--- config.mk ---
export PLATFORM = sky130hd
export DESIGN_NAME = hsv_core_commit
export DESIGN_NICKNAME = d
export VERILOG_FILES = /design/src/rtl/hsv_core_pkg.sv /design/src/rtl/hsv_core_commit_arbiter.sv /design/src/rtl/hsv_core_commit.sv
export SDC_FILE = /design/constraint.sdc
export NUM_CORES = 1
export LEC_CHECK = 0
export CAP_MARGIN = 30
export CELL_PAD_IN_SITES_DETAIL_PLACEMENT = 0
export CELL_PAD_IN_SITES_GLOBAL_PLACEMENT = 1
export CORE_AREA = 2 2 141 178
export CTS_BUF_LIST = sky130_fd_sc_hd__clkbuf_2
export CTS_CLUSTER_SIZE = 8
export DETAILED_ROUTE_END_ITERATION = 10
export DIE_AREA = 0 0 143 180
export PLACE_DENSITY = 0.82
export SYNTH_ARGS = -nofsm -noshare
export SYNTH_HDL_FRONTEND = slang
export SYNTH_HIERARCHICAL = 1
export SYNTH_SLANG_ARGS = --single-unit
export TNS_END_PERCENT = 50
--- constraint.sdc ---
create_clock -name clk_core -period 3.6 [get_ports clk_core]
set_input_delay 0.72 -clock clk_core [delete_from_list [all_inputs] [get_ports clk_core]]
set_output_delay 0.72 -clock clk_core [all_outputs]
set_load 0.1 [all_outputs]
--- src/rtl/hsv_core_pkg.sv ---
`default_nettype none
// ============================================================================
// Module      : hsv_core_pkg
// Description : Shared types and constants for the hsv core commit stage.
//               - commit_data_t  : result payload delivered by each execution unit
//               - commit_state_t : commit FSM encoding (RUN / FLUSH)
//               - NUM_PU         : number of result channels
//                                  (0=ALU, 1=branch, 2=ctrl_status, 3=mem)
// Revision    : 1.0 - initial release
// ============================================================================
package hsv_core_pkg;

    localparam int NUM_PU = 4;
    localparam int PTR_W  = $clog2(NUM_PU);

    typedef logic [4:0]  reg_addr_t;
    typedef logic [31:0] word_t;

    typedef struct packed {
        reg_addr_t rd_addr;
        word_t     rd_value;
        logic      writeback;
        logic      jump;
        word_t     next_pc;
    } commit_data_t;

    typedef enum logic [0:0] {
        RUN   = 1'b0,
        FLUSH = 1'b1
    } commit_state_t;

endpackage : hsv_core_pkg
`default_nettype wire

--- src/rtl/hsv_core_commit_arbiter.sv ---
`default_nettype none
// ============================================================================
// Module      : hsv_core_commit_arbiter
// Description : Round-robin arbiter over the commit result channels.
//               The search starts at the pointer rr; after a grant the
//               pointer moves to the slot after the winner, otherwise it holds.
// Ports       : clk_core, rst_core_n - clock, synchronous active-low reset
//               req    - per-channel request
//               enable - allow a grant this cycle
//               clear  - return the pointer to channel 0
//               gnt    - one-hot grant (combinational)
//               rr     - current round-robin pointer
// Revision    : 1.0 - initial release
// ============================================================================
module hsv_core_commit_arbiter
    import hsv_core_pkg::*;
(
    input  logic              clk_core,
    input  logic              rst_core_n,
    input  logic [NUM_PU-1:0] req,
    input  logic              enable,
    input  logic              clear,
    output logic [NUM_PU-1:0] gnt,
    output logic [PTR_W-1:0]  rr
);

    logic [PTR_W-1:0]  rr_q;
    logic [PTR_W-1:0]  rr_d;
    logic [NUM_PU-1:0] gnt_w;
    logic [PTR_W-1:0]  idx_w;
    logic              found_w;

    // NUM_PU is a power of two, so the PTR_W-bit additions wrap modulo NUM_PU.
    always_comb begin
        gnt_w   = '0;
        rr_d    = rr_q;
        idx_w   = rr_q;
        found_w = 1'b0;
        if (enable) begin
            for (int i = 0; i < NUM_PU; i++) begin
                idx_w = rr_q + PTR_W'(i);
                if (!found_w && req[idx_w]) begin
                    found_w      = 1'b1;
                    gnt_w[idx_w] = 1'b1;
                    rr_d         = idx_w + PTR_W'(1);
                end
            end
        end
        if (clear) begin
            rr_d = '0;
        end
    end

    always_ff @(posedge clk_core) begin
        if (!rst_core_n) begin
            rr_q <= '0;
        end else begin
            rr_q <= rr_d;
        end
    end

    assign gnt = gnt_w;
    assign rr  = rr_q;

endmodule : hsv_core_commit_arbiter
`default_nettype wire

--- src/rtl/hsv_core_commit.sv ---
`default_nettype none
// ============================================================================
// Module      : hsv_core_commit
// Description : Commit/writeback stage. Accepts at most one completed result
//               per cycle from the ALU, branch, ctrl_status and mem units via
//               round-robin arbitration, drives the register-file write port,
//               and on a control-flow change publishes the redirect PC and
//               holds a flush request until every stage acknowledges.
// Ports       : clk_core, rst_core_n       - clock, synchronous active-low reset
//               *_commit / *_valid_i       - per-unit result payload and valid
//               *_ready_o                  - per-unit payload consumed
//               wr_addr / wr_data / wr_en  - register-file write port
//               redirect_pc / redirect_valid - fetch redirect (1-cycle pulse)
//               flush_req / flush_ack      - pipeline flush handshake
//               retired                    - one pulse per committed instruction
// Revision    : 1.0 - initial release
// ============================================================================
module hsv_core_commit
    import hsv_core_pkg::*;
(
    input  logic         clk_core,
    input  logic         rst_core_n,

    input  commit_data_t alu_commit,
    input  commit_data_t branch_commit,
    input  commit_data_t ctrl_status_commit,
    input  commit_data_t mem_commit,

    input  logic         alu_valid_i,
    input  logic         branch_valid_i,
    input  logic         ctrl_status_valid_i,
    input  logic         mem_valid_i,

    output logic         alu_ready_o,
    output logic         branch_ready_o,
    output logic         ctrl_status_ready_o,
    output logic         mem_ready_o,

    output logic [4:0]   wr_addr,
    output logic [31:0]  wr_data,
    output logic         wr_en,

    output logic [31:0]  redirect_pc,
    output logic         redirect_valid,
    output logic         flush_req,
    input  logic         flush_ack,

    output logic         retired
);

    // ------------------------------------------------------------------
    // Channel gathering
    // ------------------------------------------------------------------
    logic [NUM_PU-1:0] valid_w;
    logic [NUM_PU-1:0] gnt_w;
    logic [NUM_PU-1:0] ready_w;
    logic [PTR_W-1:0]  rr_w;
    commit_data_t      payload_w [NUM_PU];
    commit_data_t      sel_w;
    logic              grant_w;

    assign valid_w      = {mem_valid_i, ctrl_status_valid_i, branch_valid_i, alu_valid_i};
    assign payload_w[0] = alu_commit;
    assign payload_w[1] = branch_commit;
    assign payload_w[2] = ctrl_status_commit;
    assign payload_w[3] = mem_commit;

    // ------------------------------------------------------------------
    // State and output registers
    // ------------------------------------------------------------------
    commit_state_t state_q, state_d;
    logic          wr_en_q, wr_en_d;
    reg_addr_t     wr_addr_q, wr_addr_d;
    word_t         wr_data_q, wr_data_d;
    logic          retired_q, retired_d;
    logic          redirect_valid_q, redirect_valid_d;
    word_t         redirect_pc_q, redirect_pc_d;
    logic          flush_req_q, flush_req_d;

    logic          arb_enable_w;
    logic          arb_clear_w;

    // Grants only happen in RUN and never while reset is held, which keeps
    // every ready output low during reset.
    assign arb_enable_w = rst_core_n && (state_q == RUN);
    // Leaving FLUSH restarts arbitration from the ALU channel.
    assign arb_clear_w  = (state_q == FLUSH) && flush_ack;

    hsv_core_commit_arbiter u_arbiter (
        .clk_core   (clk_core),
        .rst_core_n (rst_core_n),
        .req        (valid_w),
        .enable     (arb_enable_w),
        .clear      (arb_clear_w),
        .gnt        (gnt_w),
        .rr         (rr_w)
    );

    // One-hot grant selects the payload to commit.
    always_comb begin
        sel_w = '0;
        for (int i = 0; i < NUM_PU; i++) begin
            if (gnt_w[i]) begin
                sel_w = payload_w[i];
            end
        end
    end

    assign grant_w = |gnt_w;

    // In FLUSH every channel is drained so younger results are discarded.
    always_comb begin
        ready_w = '0;
        if (rst_core_n) begin
            if (state_q == FLUSH) begin
                ready_w = '1;
            end else begin
                ready_w = gnt_w;
            end
        end
    end

    assign alu_ready_o         = ready_w[0];
    assign branch_ready_o      = ready_w[1];
    assign ctrl_status_ready_o = ready_w[2];
    assign mem_ready_o         = ready_w[3];

    // ------------------------------------------------------------------
    // FSM next-state and registered-output logic
    // ------------------------------------------------------------------
    always_comb begin
        state_d          = state_q;
        wr_en_d          = 1'b0;
        wr_addr_d        = wr_addr_q;
        wr_data_d        = wr_data_q;
        retired_d        = 1'b0;
        redirect_valid_d = 1'b0;
        redirect_pc_d    = redirect_pc_q;
        flush_req_d      = flush_req_q;

        case (state_q)
            RUN: begin
                if (grant_w) begin
                    // x0 is hardwired zero, so it is never written.
                    wr_en_d   = sel_w.writeback && (sel_w.rd_addr != '0);
                    wr_addr_d = sel_w.rd_addr;
                    wr_data_d = sel_w.rd_value;
                    retired_d = 1'b1;
                    if (sel_w.jump) begin
                        redirect_valid_d = 1'b1;
                        redirect_pc_d    = sel_w.next_pc;
                        flush_req_d      = 1'b1;
                        state_d          = FLUSH;
                    end
                end
            end
            FLUSH: begin
                if (flush_ack) begin
                    flush_req_d = 1'b0;
                    state_d     = RUN;
                end
            end
            default: begin
                state_d     = RUN;
                flush_req_d = 1'b0;
            end
        endcase
    end

    always_ff @(posedge clk_core) begin
        if (!rst_core_n) begin
            state_q          <= RUN;
            wr_en_q          <= 1'b0;
            wr_addr_q        <= '0;
            wr_data_q        <= '0;
            retired_q        <= 1'b0;
            redirect_valid_q <= 1'b0;
            redirect_pc_q    <= '0;
            flush_req_q      <= 1'b0;
        end else begin
            state_q          <= state_d;
            wr_en_q          <= wr_en_d;
            wr_addr_q        <= wr_addr_d;
            wr_data_q        <= wr_data_d;
            retired_q        <= retired_d;
            redirect_valid_q <= redirect_valid_d;
            redirect_pc_q    <= redirect_pc_d;
            flush_req_q      <= flush_req_d;
        end
    end

    assign wr_en          = wr_en_q;
    assign wr_addr        = wr_addr_q;
    assign wr_data        = wr_data_q;
    assign retired        = retired_q;
    assign redirect_valid = redirect_valid_q;
    assign redirect_pc    = redirect_pc_q;
    assign flush_req      = flush_req_q;

endmodule : hsv_core_commit
`default_nettype wire
==> results.txt, run 1 <==
----------------------------------------------------
[Run status]
  Run status ... finished with violations
  Failing checks ... setup timing

[CTS]
  TritonCTS buffer count ... 9
  Clock root buffer ... clkbuf_2
  Hold buffers post-CTS ... 0
  Worst-case clock buffer depth ... 2
  Clock-pin slew of the registers on the worst-case setup and hold paths ... 0.20 ns
  CTS tree ... done
  Clock H-tree levels ... 3
  Clock sink total ... 76
  Clock latency reported for the late side of the worst-skew pair ... 0.57 ns

[Logic synthesis]
  Warnings from Yosys ... 6
  Portion of the post-synthesis area used by sequential elements ... 0.3055
  Share of async-settable or async-resettable flops after synthesis ... 0
  Top post-synthesis cells by area ... dfxtp_1, a21oi_1, a221o_1
  Post-synthesis sequential element count ... 76
  Synth Instances ... 619
  Count of flip-flops with a built-in enable after synthesis ... 0
  Per-instance average area after synthesis ... 8.047 sq um
  Number of distinct library cell variants in the gate-level netlist after synthesis ... 47
  Share of Yosys cell area claimed by the top area cell type ... 0.3055
  Area of the mapped netlist ... 0.004981 sq mm
  Number of nets produced by synthesis ... 918
  Top cell type by total area after synthesis ... dfxtp_1
  Top FF cell, synth ... dfxtp_1

[STA]
  Final critical-path share of the clock period ... 1.047
  Tightest slew margin relative to the limit ... 0.3093
  Slew at the pin closest to its max-slew limit ... 1.033 ns
  Setup clock skew after layout ... 0.05440 ns
  Final worst slack ... -0.1695 ns
  Minimum clock period ... 3.769 ns
  Setup repair after global routing missed its margin ... true
  Final-report setup violation count ... 17
  Worst hold margin ... 0.4686 ns
  Final slew viol count ... 0
  Final number of hold-violating endpoints ... 0
  Fmax achieved ... 0.2653 GHz
  Aggregate negative setup slack ... -0.8730 ns

[Die]
  Std cell rows ... 64
  Initial core utilization ... 0.2067
  CORE AREA ... 0.02410 sq mm
  # IOs ... 368
  Overall die area ... 0.02574 sq mm
  Chip width ... 143 um
  Die span in y ... 180 um

[Power and ir drop]
  Power per Cell Area ... 968.7 mW/mm^2
  Maximum VDD drop ... 0.0005795 V
  Leakage dissipation ... 3.477 nW

[Setup path]
  Sort of element at the start of the critical path ... primary input
  Worst reg2reg path startpoint ... u_arbiter/rr[1]$_SDFFE_PP0P_
  Critical path data required time ... 2.88 ns
  Setup Crit Path Kind ... primary input to primary output
  WP data arrival ... 3.05 ns
  Start point of the critical path ... ctrl_status_valid_i
  Critical path endpoint category ... primary output
  Largest fanout on the critical path ... 7

[Layout]
  Multi-input combinational cell area ... 0.003214 sq mm
  Layout Area Growth over Synthesis ... 95.43%
  Layout cell share with drive strength beyond 1 ... 0.1364
  Area taken by flip-flops and latches ... 0.001529 sq mm
  Fill cell total of the finished layout ... 2,416
  Net count, final ... 1,291

[Route]
  DR vias/cell ... 4.917
  Vias ... 6,530
  Remaining antenna violation count after routing ... 0
  Number of DRC markers in iteration 0 ... 278
  First drt pass iteration count ... 4
  WL final ... 24.81 mm
  Post-route DRC violation count ... 0
  Drt wl/cell ... 18.68 um

[Global route]
  Wire length of the first global-routing pass ... 37.04 mm
  Maximum number of pins on one net before global-route repair ... 68
  Number of global-route vias before repair ... 6,602
  GR Layer Usage met2 ... 0.3367
  Gr busiest metal ... met2
  Initial antenna violation count ... 2
  Global routing met1 resource utilization ... 0.2071
  Global route total overflow ... 0
  Global-route usage over all layers ... 0.1856
  Met3 layer usage reported by global route ... 0.04662

[Placed design]
  Input/output buffers ... 367
  Dpl hpwl ... 18.99 mm
  Final weighted congestion of routability-driven global placement ... 0.8245
  Worst Setup Slack post-DPL ... -0.4479 ns

[Min path]
  Min-delay worst type ... register to register
  Origin of the worst min-delay path ... wr_addr[0]$_SDFFE_PN0P_

[Job]
  # Max-Cap Violations ... 0

----------------------------------------------------
layout make-up:
class | instances | share of cell area
Timing Repair Buffer | 438 | 0.4476
Multi-Input combinational cell | 459 | 0.3302
Sequential cell | 76 | 0.1571
Tap cell | 330 | 0.04242
Clock inverter | 6 | 0.01375
Clock buffer | 10 | 0.005141
Inverter | 8 | 0.003599
Antenna cell | 1 | 0.0002571
worst max-delay path, cell delays in order:
cell and delay (ns):
clkdlybuf4s50_1 0.47, mux4_2 0.56, buf_4 0.18, a221o_2 0.38, a32o_4 0.35, nor2_2 0.16, nor2_4 0.06, buf_12 0.16
routing by layer:
metal	routed length [um]	vias to the layer above
met5	0	-
met4	712	0
met3	1960	44
met2	12620	289
met1	9515	3034
li1	-	3163
flip-flops by register name, summed over array words and instances, names as in the netlist:
signal,count
wr_data,32
u_arbiter/rr,2
redirect_pc,32
state_q,1
flush_req,1
wr_addr,5
retired,1
wr_en,1
redirect_valid,1
cells by family after synthesis:
| logic type | Yosys count | share of synthesized area |
|---|---|---|
| compound gates | 262 | 0.4017 |
| simple gates | 184 | 0.1761 |
| buf+inv | 84 | 0.07510 |
| flops | 76 | 0.3055 |
| fa+ha+maj | 8 | 0.02010 |
| mux | 5 | 0.02160 |
metrics by stage:
stage / area [sq um] / cells / util / total power, mW
2_1_floorplan: 5092 / 619 / - / 6.318
4_1_cts: 9678 / 1325 / 0.4015 / 9.452
5_1_grt: 9734 / 1328 / 0.4039 / 10.05
3_3_place_gp: 9374 / 1298 / 0.3889 / 8.498
3_5_place_dp: 9374 / 1298 / 0.3889 / 8.544
6_report: 9734 / 1328 / 0.4039 / 9.430
layout by cell type, fill, tap and decap left out, types with 6 or more instances in the layout:
cell type	count
nand2_1	39
clkdlybuf4s50_1	357
o221a_1	32
a221oi_1	33
a221o_1	36
o211ai_1	32
nand2b_1	6
buf_12	13
ha_1	7
nand3_1	34
nor2_4	6
dfxtp_1	74
buf_4	63
nor2_1	36
o21ai_0	17
a21oi_1	72
clkbuf_2	10
nor3_1	36
o21ai_1	18
worst paths after layout:
kind | endpoint | slack, ns | cells past startpoint
hold reg to reg | wr_addr[0]$_SDFFE_PN0P_ | 0.47 | 2
setup reg to reg | wr_data[15]$_SDFFE_PN0P_ | 0.04 | 13
setup / recovery | ctrl_status_ready_o | -0.17 | 8
hold / removal | wr_addr[0]$_SDFFE_PN0P_ | 0.47 | 2
synthesized netlist by cell type, drive strengths merged, types with 3 or more instances:
library cell  count
dfxtp            76
a21oi            72
clkbuf           60
nor2             45
a221o            40
nand2            39
nor3             37
o21ai            36
a221oi           34
nand3            34
o211ai           32
o221a            32
buf              16
ha                8
inv               7
and2              6
nand2b            6
a32o              5
nor2b             5
mux4              4
nand3b            3
power breakdown:
group | leakage [nW] | total (mW) | switching (mW) | internal, mW
registers | 0.628 | 1.25 | 0.131 | 1.12
clock network | 0.107 | 0.728 | 0.355 | 0.373
logic | 2.74 | 7.45 | 4.64 | 2.81
total | 3.48 | 9.43 | 5.13 | 4.30
timing repair:
| item | 4_1_cts | 5_1_grt |
|---|---|---|
| buffers inserted | 13 | 2 |
| gates resized for setup | 13 | 9 |
| pin swaps | 10 | 5 |
| setup endpoints to repair | 6 | 52 |
Note: power is estimated with default switching activity, not from simulation.
==> run 2, diff against run 1 <==
--- a/config.mk
+++ b/config.mk
@@ -10,9 +10,11 @@
 export CELL_PAD_IN_SITES_GLOBAL_PLACEMENT = 1
 export CORE_AREA = 2 2 141 178
 export CTS_BUF_LIST = sky130_fd_sc_hd__clkbuf_2
+export CTS_CLUSTER_DIAMETER = 120
 export CTS_CLUSTER_SIZE = 8
 export DETAILED_ROUTE_END_ITERATION = 10
 export DIE_AREA = 0 0 143 180
+export GPL_TIMING_DRIVEN = 0
 export PLACE_DENSITY = 0.82
 export SYNTH_ARGS = -nofsm -noshare
 export SYNTH_HDL_FRONTEND = slang
==> results.txt, run 2 (synthesis gave the netlist of run 1 again) <==
----------------------------------------------------
[Global route]
  Global-route usage over all layers ... 0.2110 (+0.02546)
  Wire length of the first global-routing pass ... 41.08 mm (+11%)
  Initial antenna violation count ... 2 (unchanged)
  Global route total overflow ... 0 (unchanged)
  Number of global-route vias before repair ... 6,803 (+3.0%)
  Maximum number of pins on one net before global-route repair ... 16 (-76%)

[Setup path]
  Critical path data required time ... 2.88 ns (about the same)
  WP data arrival ... 3.31 ns (+0.26 ns)
  Largest fanout on the critical path ... 10 (+3)
  FF-to-FF path depth ... 15 (+2)
  Critical path endpoint category ... primary output
  Sort of element at the start of the critical path ... primary input
  Setup Crit Path Kind ... primary input to primary output

[Route]
  WL final ... 27.97 mm (+13%)
  DR vias/cell ... 4.910 (-0.14%)
  Post-route DRC violation count ... 0 (unchanged)
  Remaining antenna violation count after routing ... 0 (unchanged)
  Drt wl/cell ... 20.55 um (+10%)
  Vias ... 6,683 (+2.3%)
  Met3 routed wirelength ... 1.818 mm (-7.2%)
  M1 wire length ... 10.96 mm (+15%)
  First drt pass iteration count ... 5 (+1)
  Number of DRC markers in iteration 0 ... 248 (-11%)
  Topmost layer with routed signal wires ... met4
  WL met2 ... 14.67 mm (+16%)

[Power and ir drop]
  Power per Cell Area ... 968.4 mW/mm^2 (about the same)
  Maximum VDD drop ... 0.0003685 V (-36%)
  Leakage dissipation ... 3.497 nW (+0.60%)

[Die]
  Chip width ... 143 um (unchanged)
  Overall die area ... 0.02574 sq mm (unchanged)
  Die span in y ... 180 um (unchanged)
  Std cell rows ... 64 (unchanged)
  # IOs ... 368 (unchanged)
  CORE AREA ... 0.02410 sq mm (unchanged)
  Initial core utilization ... 0.2067 (unchanged)

[STA]
  Final slew viol count ... 0 (unchanged)
  Tightest slew margin relative to the limit ... 0.3119 (+0.002668)
  Final worst slack ... -0.4303 ns (-0.2609 ns)
  Setup repair after global routing missed its margin ... true
  Setup clock skew after layout ... 0.03878 ns (-0.01562 ns)
  Minimum clock period ... 4.030 ns (+0.2609 ns)
  Final number of hold-violating endpoints ... 0 (unchanged)
  Worst hold margin ... 0.4766 ns (+0.007997 ns)
  Fmax achieved ... 0.2481 GHz (-6.5%)
  Slew at the pin closest to its max-slew limit ... 1.029 ns (-0.003990 ns)
  Final-report setup violation count ... 33 (+16)
  Aggregate negative setup slack ... -1.945 ns (-1.072 ns)
  Final critical-path share of the clock period ... 1.120 (+0.07246)

[CTS]
  Clock H-tree levels ... 3 (unchanged)
  Clock-pin slew of the registers on the worst-case setup and hold paths ... 0.26 ns (+0.06 ns)
  Clock sink total ... 76 (unchanged)
  Clock latency reported for the late side of the worst-skew pair ... 0.59 ns (+0.02 ns)
  Clock root buffer ... clkbuf_2
  CTS tree ... done
  Worst-case clock buffer depth ... 2 (unchanged)
  TritonCTS buffer count ... 9 (unchanged)

[Layout]
  Most common cell after layout, fill and taps aside ... clkdlybuf4s50_1
  Net count, final ... 1,324 (+2.6%)
  Layout cell share with drive strength beyond 1 ... 0.1223 (-0.01408)
  Commonest non-fill, non-tap cells in the layout ... clkdlybuf4s50_1, dfxtp_1, a21oi_1
  Post-route design area ... 0.009833 sq mm (+1.0%)
  Post-route non-filler standard cell count ... 1,361 (+2.5%)
  Layout Area Growth over Synthesis ... 97.41%

[Placed design]
  Area after detailed placement ... 0.009261 sq mm (-1.2%)
  Input/output buffers ... 367 (unchanged)
  Final weighted congestion of routability-driven global placement ... 0.8525 (+3.4%)
  Dpl hpwl ... 21.92 mm (+15%)
  Instance count after placement with tap cells included ... 1,319 (+1.6%)

[Job]
  # Max-Cap Violations ... 0 (unchanged)

[Min path]
  Min-delay worst type ... register to register
  Hold path depth ... 2 (unchanged)

[Run status]
  Run status ... finished with violations
  Failing checks ... setup timing

----------------------------------------------------
run 2: power breakdown:
part	internal [mW]	switching (mW)	total, mW
Combinational	2.88	4.84	7.72
Sequential	1.12	0.137	1.25
Clock	0.172	0.371	0.543
run 2: worst paths after layout:
path | start | to | slack (ns)
setup / recovery | ctrl_status_valid_i | mem_ready_o | -0.43
hold / removal | wr_addr[2]$_SDFFE_PN0P_ | wr_addr[2]$_SDFFE_PN0P_ | 0.48
setup reg to reg | u_arbiter/rr[0]$_SDFFE_PP0P_ | redirect_pc[11]$_SDFFE_PN0P_ | 0.01
hold reg to reg | wr_addr[2]$_SDFFE_PN0P_ | wr_addr[2]$_SDFFE_PN0P_ | 0.48
run 2: through the flow:
| step | worst slack [ns] | power [mW] | utilization |
|---|---|---|---|
| after floorplan | -0.07904 | 6.318 | - |
| after global placement | -2.005 | 8.386 | 0.3808 |
| after detailed placement | -2.061 | 8.508 | 0.3842 |
| after CTS | -0.5055 | 9.533 | 0.4051 |
| after global routing | -0.5498 | 10.17 | 0.4080 |
| final | -0.4303 | 9.522 | 0.4080 |
run 2: worst max-delay path, stage by stage:
cell and delay (ns):
clkdlybuf4s50_1 0.46, mux4_2 0.54, clkbuf_1 0.23, a221o_2 0.34
a32o_2 0.29, buf_8 0.13, clkbuf_16 0.14, clkbuf_16 0.14
nor2_4 0.09, nor2_4 0.05, buf_12 0.17
run 2: repair_timing:
| item | in CTS | in global routing |
|---|---|---|
| buffers inserted | 22 | 8 |
| hold buffers | 0 | 0 |
| setup endpoints to repair | 77 | 74 |
| pin swaps | 14 | 12 |
| resized for setup | 79 | 18 |
run 2: layout make-up:
| class | count | area [sq um] |
|---|---|---|
| inverters | 8 | 41.29 |
| well taps | 330 | 412.9 |
| plain buffers | 71 | 498.0 |
| clock inverters | 7 | 81.33 |
| diodes | 1 | 2.502 |
| repair buffers | 400 | 4045 |
| fillers | 2460 | 14270 |
| flip-flops and latches | 76 | 1529 |
| clock buffers | 9 | 45.04 |
| multi-input cells | 459 | 3178 |
run 2: per-layer routing:
layer  GRT usage  vias to the layer above
li1            -                     3237
met1      0.2382                     3157
met2      0.3927                      262
met3     0.04608                       27
met4     0.05743                        0
met5           0                        -
==> run 3, diff against run 2 <==
--- a/config.mk
+++ b/config.mk
@@ -5,7 +5,7 @@
 export SDC_FILE = /design/constraint.sdc
 export NUM_CORES = 1
 export LEC_CHECK = 0
-export CAP_MARGIN = 30
+export CAP_MARGIN = 40
 export CELL_PAD_IN_SITES_DETAIL_PLACEMENT = 0
 export CELL_PAD_IN_SITES_GLOBAL_PLACEMENT = 1
 export CORE_AREA = 2 2 141 178
@@ -16,6 +16,7 @@
 export DIE_AREA = 0 0 143 180
 export GPL_TIMING_DRIVEN = 0
 export PLACE_DENSITY = 0.82
+export REMOVE_ABC_BUFFERS = 1
 export SYNTH_ARGS = -nofsm -noshare
 export SYNTH_HDL_FRONTEND = slang
 export SYNTH_HIERARCHICAL = 1
==> results.txt, run 3 (synthesis gave the netlist of run 1 again) <==
----------------------------------------------------
[Global route]
  Initial antenna violation count ... 1 (-1)
  Global-route usage over all layers ... 0.2265 (+0.01541)
  Number of global-route vias before repair ... 7,519 (+11%)
  Maximum number of pins on one net before global-route repair ... 43 (+27)
  Global route total overflow ... 0 (unchanged)
  Wire length of the first global-routing pass ... 44.15 mm (+7.5%)

[Die]
  Std cell rows ... 64 (unchanged)
  # IOs ... 368 (unchanged)
  Chip width ... 143 um (unchanged)
  Die span in y ... 180 um (unchanged)
  CORE AREA ... 0.02410 sq mm (unchanged)
  Initial core utilization ... 0.2067 (unchanged)
  Overall die area ... 0.02574 sq mm (unchanged)

[Setup path]
  Largest fanout on the critical path ... 6 (-4)
  Setup Crit Path Kind ... register to primary output
  WP data arrival ... 3.06 ns (-0.25 ns)
  Critical path data required time ... 2.88 ns (about the same)
  Sort of element at the start of the critical path ... register
  Critical path endpoint category ... primary output

[STA]
  Final-report setup violation count ... 61 (+85%)
  Setup clock skew after layout ... 0.03289 ns (-0.005891 ns)
  Final slew viol count ... 0 (unchanged)
  Final critical-path share of the clock period ... 1.050 (-0.06973)
  Slew at the pin closest to its max-slew limit ... 0.7450 ns (-0.2839 ns)
  Setup repair after global routing missed its margin ... true
  Tightest slew margin relative to the limit ... 0.5027 (+0.1907)
  Final worst slack ... -0.1793 ns (+0.2510 ns)
  Aggregate negative setup slack ... -5.843 ns (-3.898 ns)
  Minimum clock period ... 3.779 ns (-0.2510 ns)
  Fmax achieved ... 0.2646 GHz (+6.6%)
  Final number of hold-violating endpoints ... 0 (unchanged)

[Route]
  Met3 routed wirelength ... 2.151 mm (+18%)
  M1 wire length ... 11.44 mm (+4.4%)
  WL final ... 29.95 mm (+7.1%)
  Number of DRC markers in iteration 0 ... 296 (+19%)
  DR vias/cell ... 5.089 (+3.6%)
  Post-route DRC violation count ... 0 (unchanged)
  Topmost layer with routed signal wires ... met4
  Vias ... 7,170 (+7.3%)
  Remaining antenna violation count after routing ... 0 (unchanged)
  First drt pass iteration count ... 5 (unchanged)
  Drt wl/cell ... 21.25 um (+3.4%)
  WL met2 ... 14.96 mm (+2.0%)

[Layout]
  Final design utilization ... 0.4903 (+0.08233)
  Commonest non-fill, non-tap cells in the layout ... clkdlybuf4s50_1, dfxtp_1, a21oi_1
  Area taken by flip-flops and latches ... 0.001529 sq mm (unchanged)
  Most common cell after layout, fill and taps aside ... clkdlybuf4s50_1
  Multi-input combinational cell area ... 0.003329 sq mm (+4.8%)
  Layout cell share with drive strength beyond 1 ... 0.2041 (+0.08175)
  Post-route non-filler standard cell count ... 1,409 (+3.5%)
  Net count, final ... 1,372 (+3.6%)
  Post-route design area ... 0.01182 sq mm (+20%)
  Layout Area Growth over Synthesis ... 137.3%
  Fill cell total of the finished layout ... 2,123 (-14%)

[CTS]
  CTS tree ... done
  Clock H-tree levels ... 3 (unchanged)
  Worst-case clock buffer depth ... 2 (unchanged)
  Clock sink total ... 76 (unchanged)
  Clock latency reported for the late side of the worst-skew pair ... 0.56 ns (-0.03 ns)
  Clock root buffer ... clkbuf_2
  Clock-pin slew of the registers on the worst-case setup and hold paths ... 0.25 ns (about the same)
  TritonCTS buffer count ... 9 (unchanged)

[Power and ir drop]
  Total power after layout ... 11.56 mW (+21%)
  Leakage dissipation ... 4.365 nW (+25%)
  Maximum VDD drop ... 0.0004035 V (+9.5%)
  Power per Cell Area ... 978.3 mW/mm^2 (+1.0%)

[Placed design]
  Dpl hpwl ... 19.11 mm (-13%)
  Area after detailed placement ... 0.01078 sq mm (+16%)
  Instance count after placement with tap cells included ... 1,331 (+0.91%)
  Input/output buffers ... 367 (unchanged)
  Final weighted congestion of routability-driven global placement ... 0.7662 (-10%)

[Run status]
  Failing checks ... setup timing
  Run status ... finished with violations

[Min path]
  Min-delay worst type ... register to register

[Job]
  # Max-Cap Violations ... 0 (unchanged)

----------------------------------------------------
run 3: cell types whose count changed in the layout (fill, tap and decap cells not counted), moves of 5 or more:
cell       before  now
buf_8           1   32
buf_12          5   13
bufbuf_16       0    5
clkbuf_2       20    9
clkbuf_1       33    0
clkbuf_4        5    0
buf_4          28   40
buf_2           6    0
buf_16          3   50
run 3: power by group:
part           leakage [nW]  switching (mW)  total (mW)  internal (mW)
combinational          3.66            5.35        9.70           4.35
clock                0.0806           0.361       0.595          0.233
sequential            0.628           0.148        1.27           1.12
run 3: final cells by class:
cell class,instances,area share
Antenna cell,1,0.0002118
Clock buffer,9,0.003812
Clock inverter,7,0.008258
Inverter,8,0.004870
Multi-Input combinational cell,466,0.2817
Sequential cell,76,0.1294
Tap cell,330,0.03494
Timing Repair Buffer,512,0.5368
run 3: path summary, 6_finish.rpt:
check | start | to | slack (ns) | cells after the start
setup / recovery | u_arbiter/rr[0]$_SDFFE_PP0P_ | branch_ready_o | -0.18 | 10
hold / removal | wr_addr[3]$_SDFFE_PN0P_ | wr_addr[3]$_SDFFE_PN0P_ | 0.48 | 2
setup reg to reg | u_arbiter/rr[0]$_SDFFE_PP0P_ | redirect_pc[16]$_SDFFE_PN0P_ | -0.15 | 17
hold reg to reg | wr_addr[3]$_SDFFE_PN0P_ | wr_addr[3]$_SDFFE_PN0P_ | 0.48 | 2
run 3: worst max-delay path, stage by stage, from the launching register on:
cell and delay, ns:
dfxtp_4 0.42, clkinvlp_4 0.10, ha_4 0.25, mux4_2 0.24, buf_6 0.12, and2b_2 0.25
a221o_2 0.38, a32o_4 0.35, nor2_4 0.09, nor2_2 0.07, buf_12 0.19
run 3: layer usage:
| metal | vias to the layer above | global-route usage |
|---|---|---|
| met5 | - | 0 |
| li1 | 3350 | - |
| met2 | 396 | 0.3994 |
| met1 | 3347 | 0.2558 |
| met4 | 0 | 0.1121 |
| met3 | 77 | 0.04582 |
run 3: what timing repair did:
| item | in CTS | in global routing |
|---|---|---|
| resized for setup | 43 | 33 |
| hold buffers | 0 | 0 |
| endpoints found under the setup margin | 78 | 77 |
| pin swaps | 23 | 16 |
| gates cloned | 13 | 1 |
| setup buffers | 41 | 13 |
run 3: stage by stage:
stage                     setup slack (ns)  hold WS [ns]
after floorplan                     -3.237        0.5844
after global placement              -9.464        0.4429
after detailed placement            -1.505        0.4521
after CTS                          -0.3267        0.4466
after global routing               -0.3361        0.4567
final                              -0.1793        0.4799
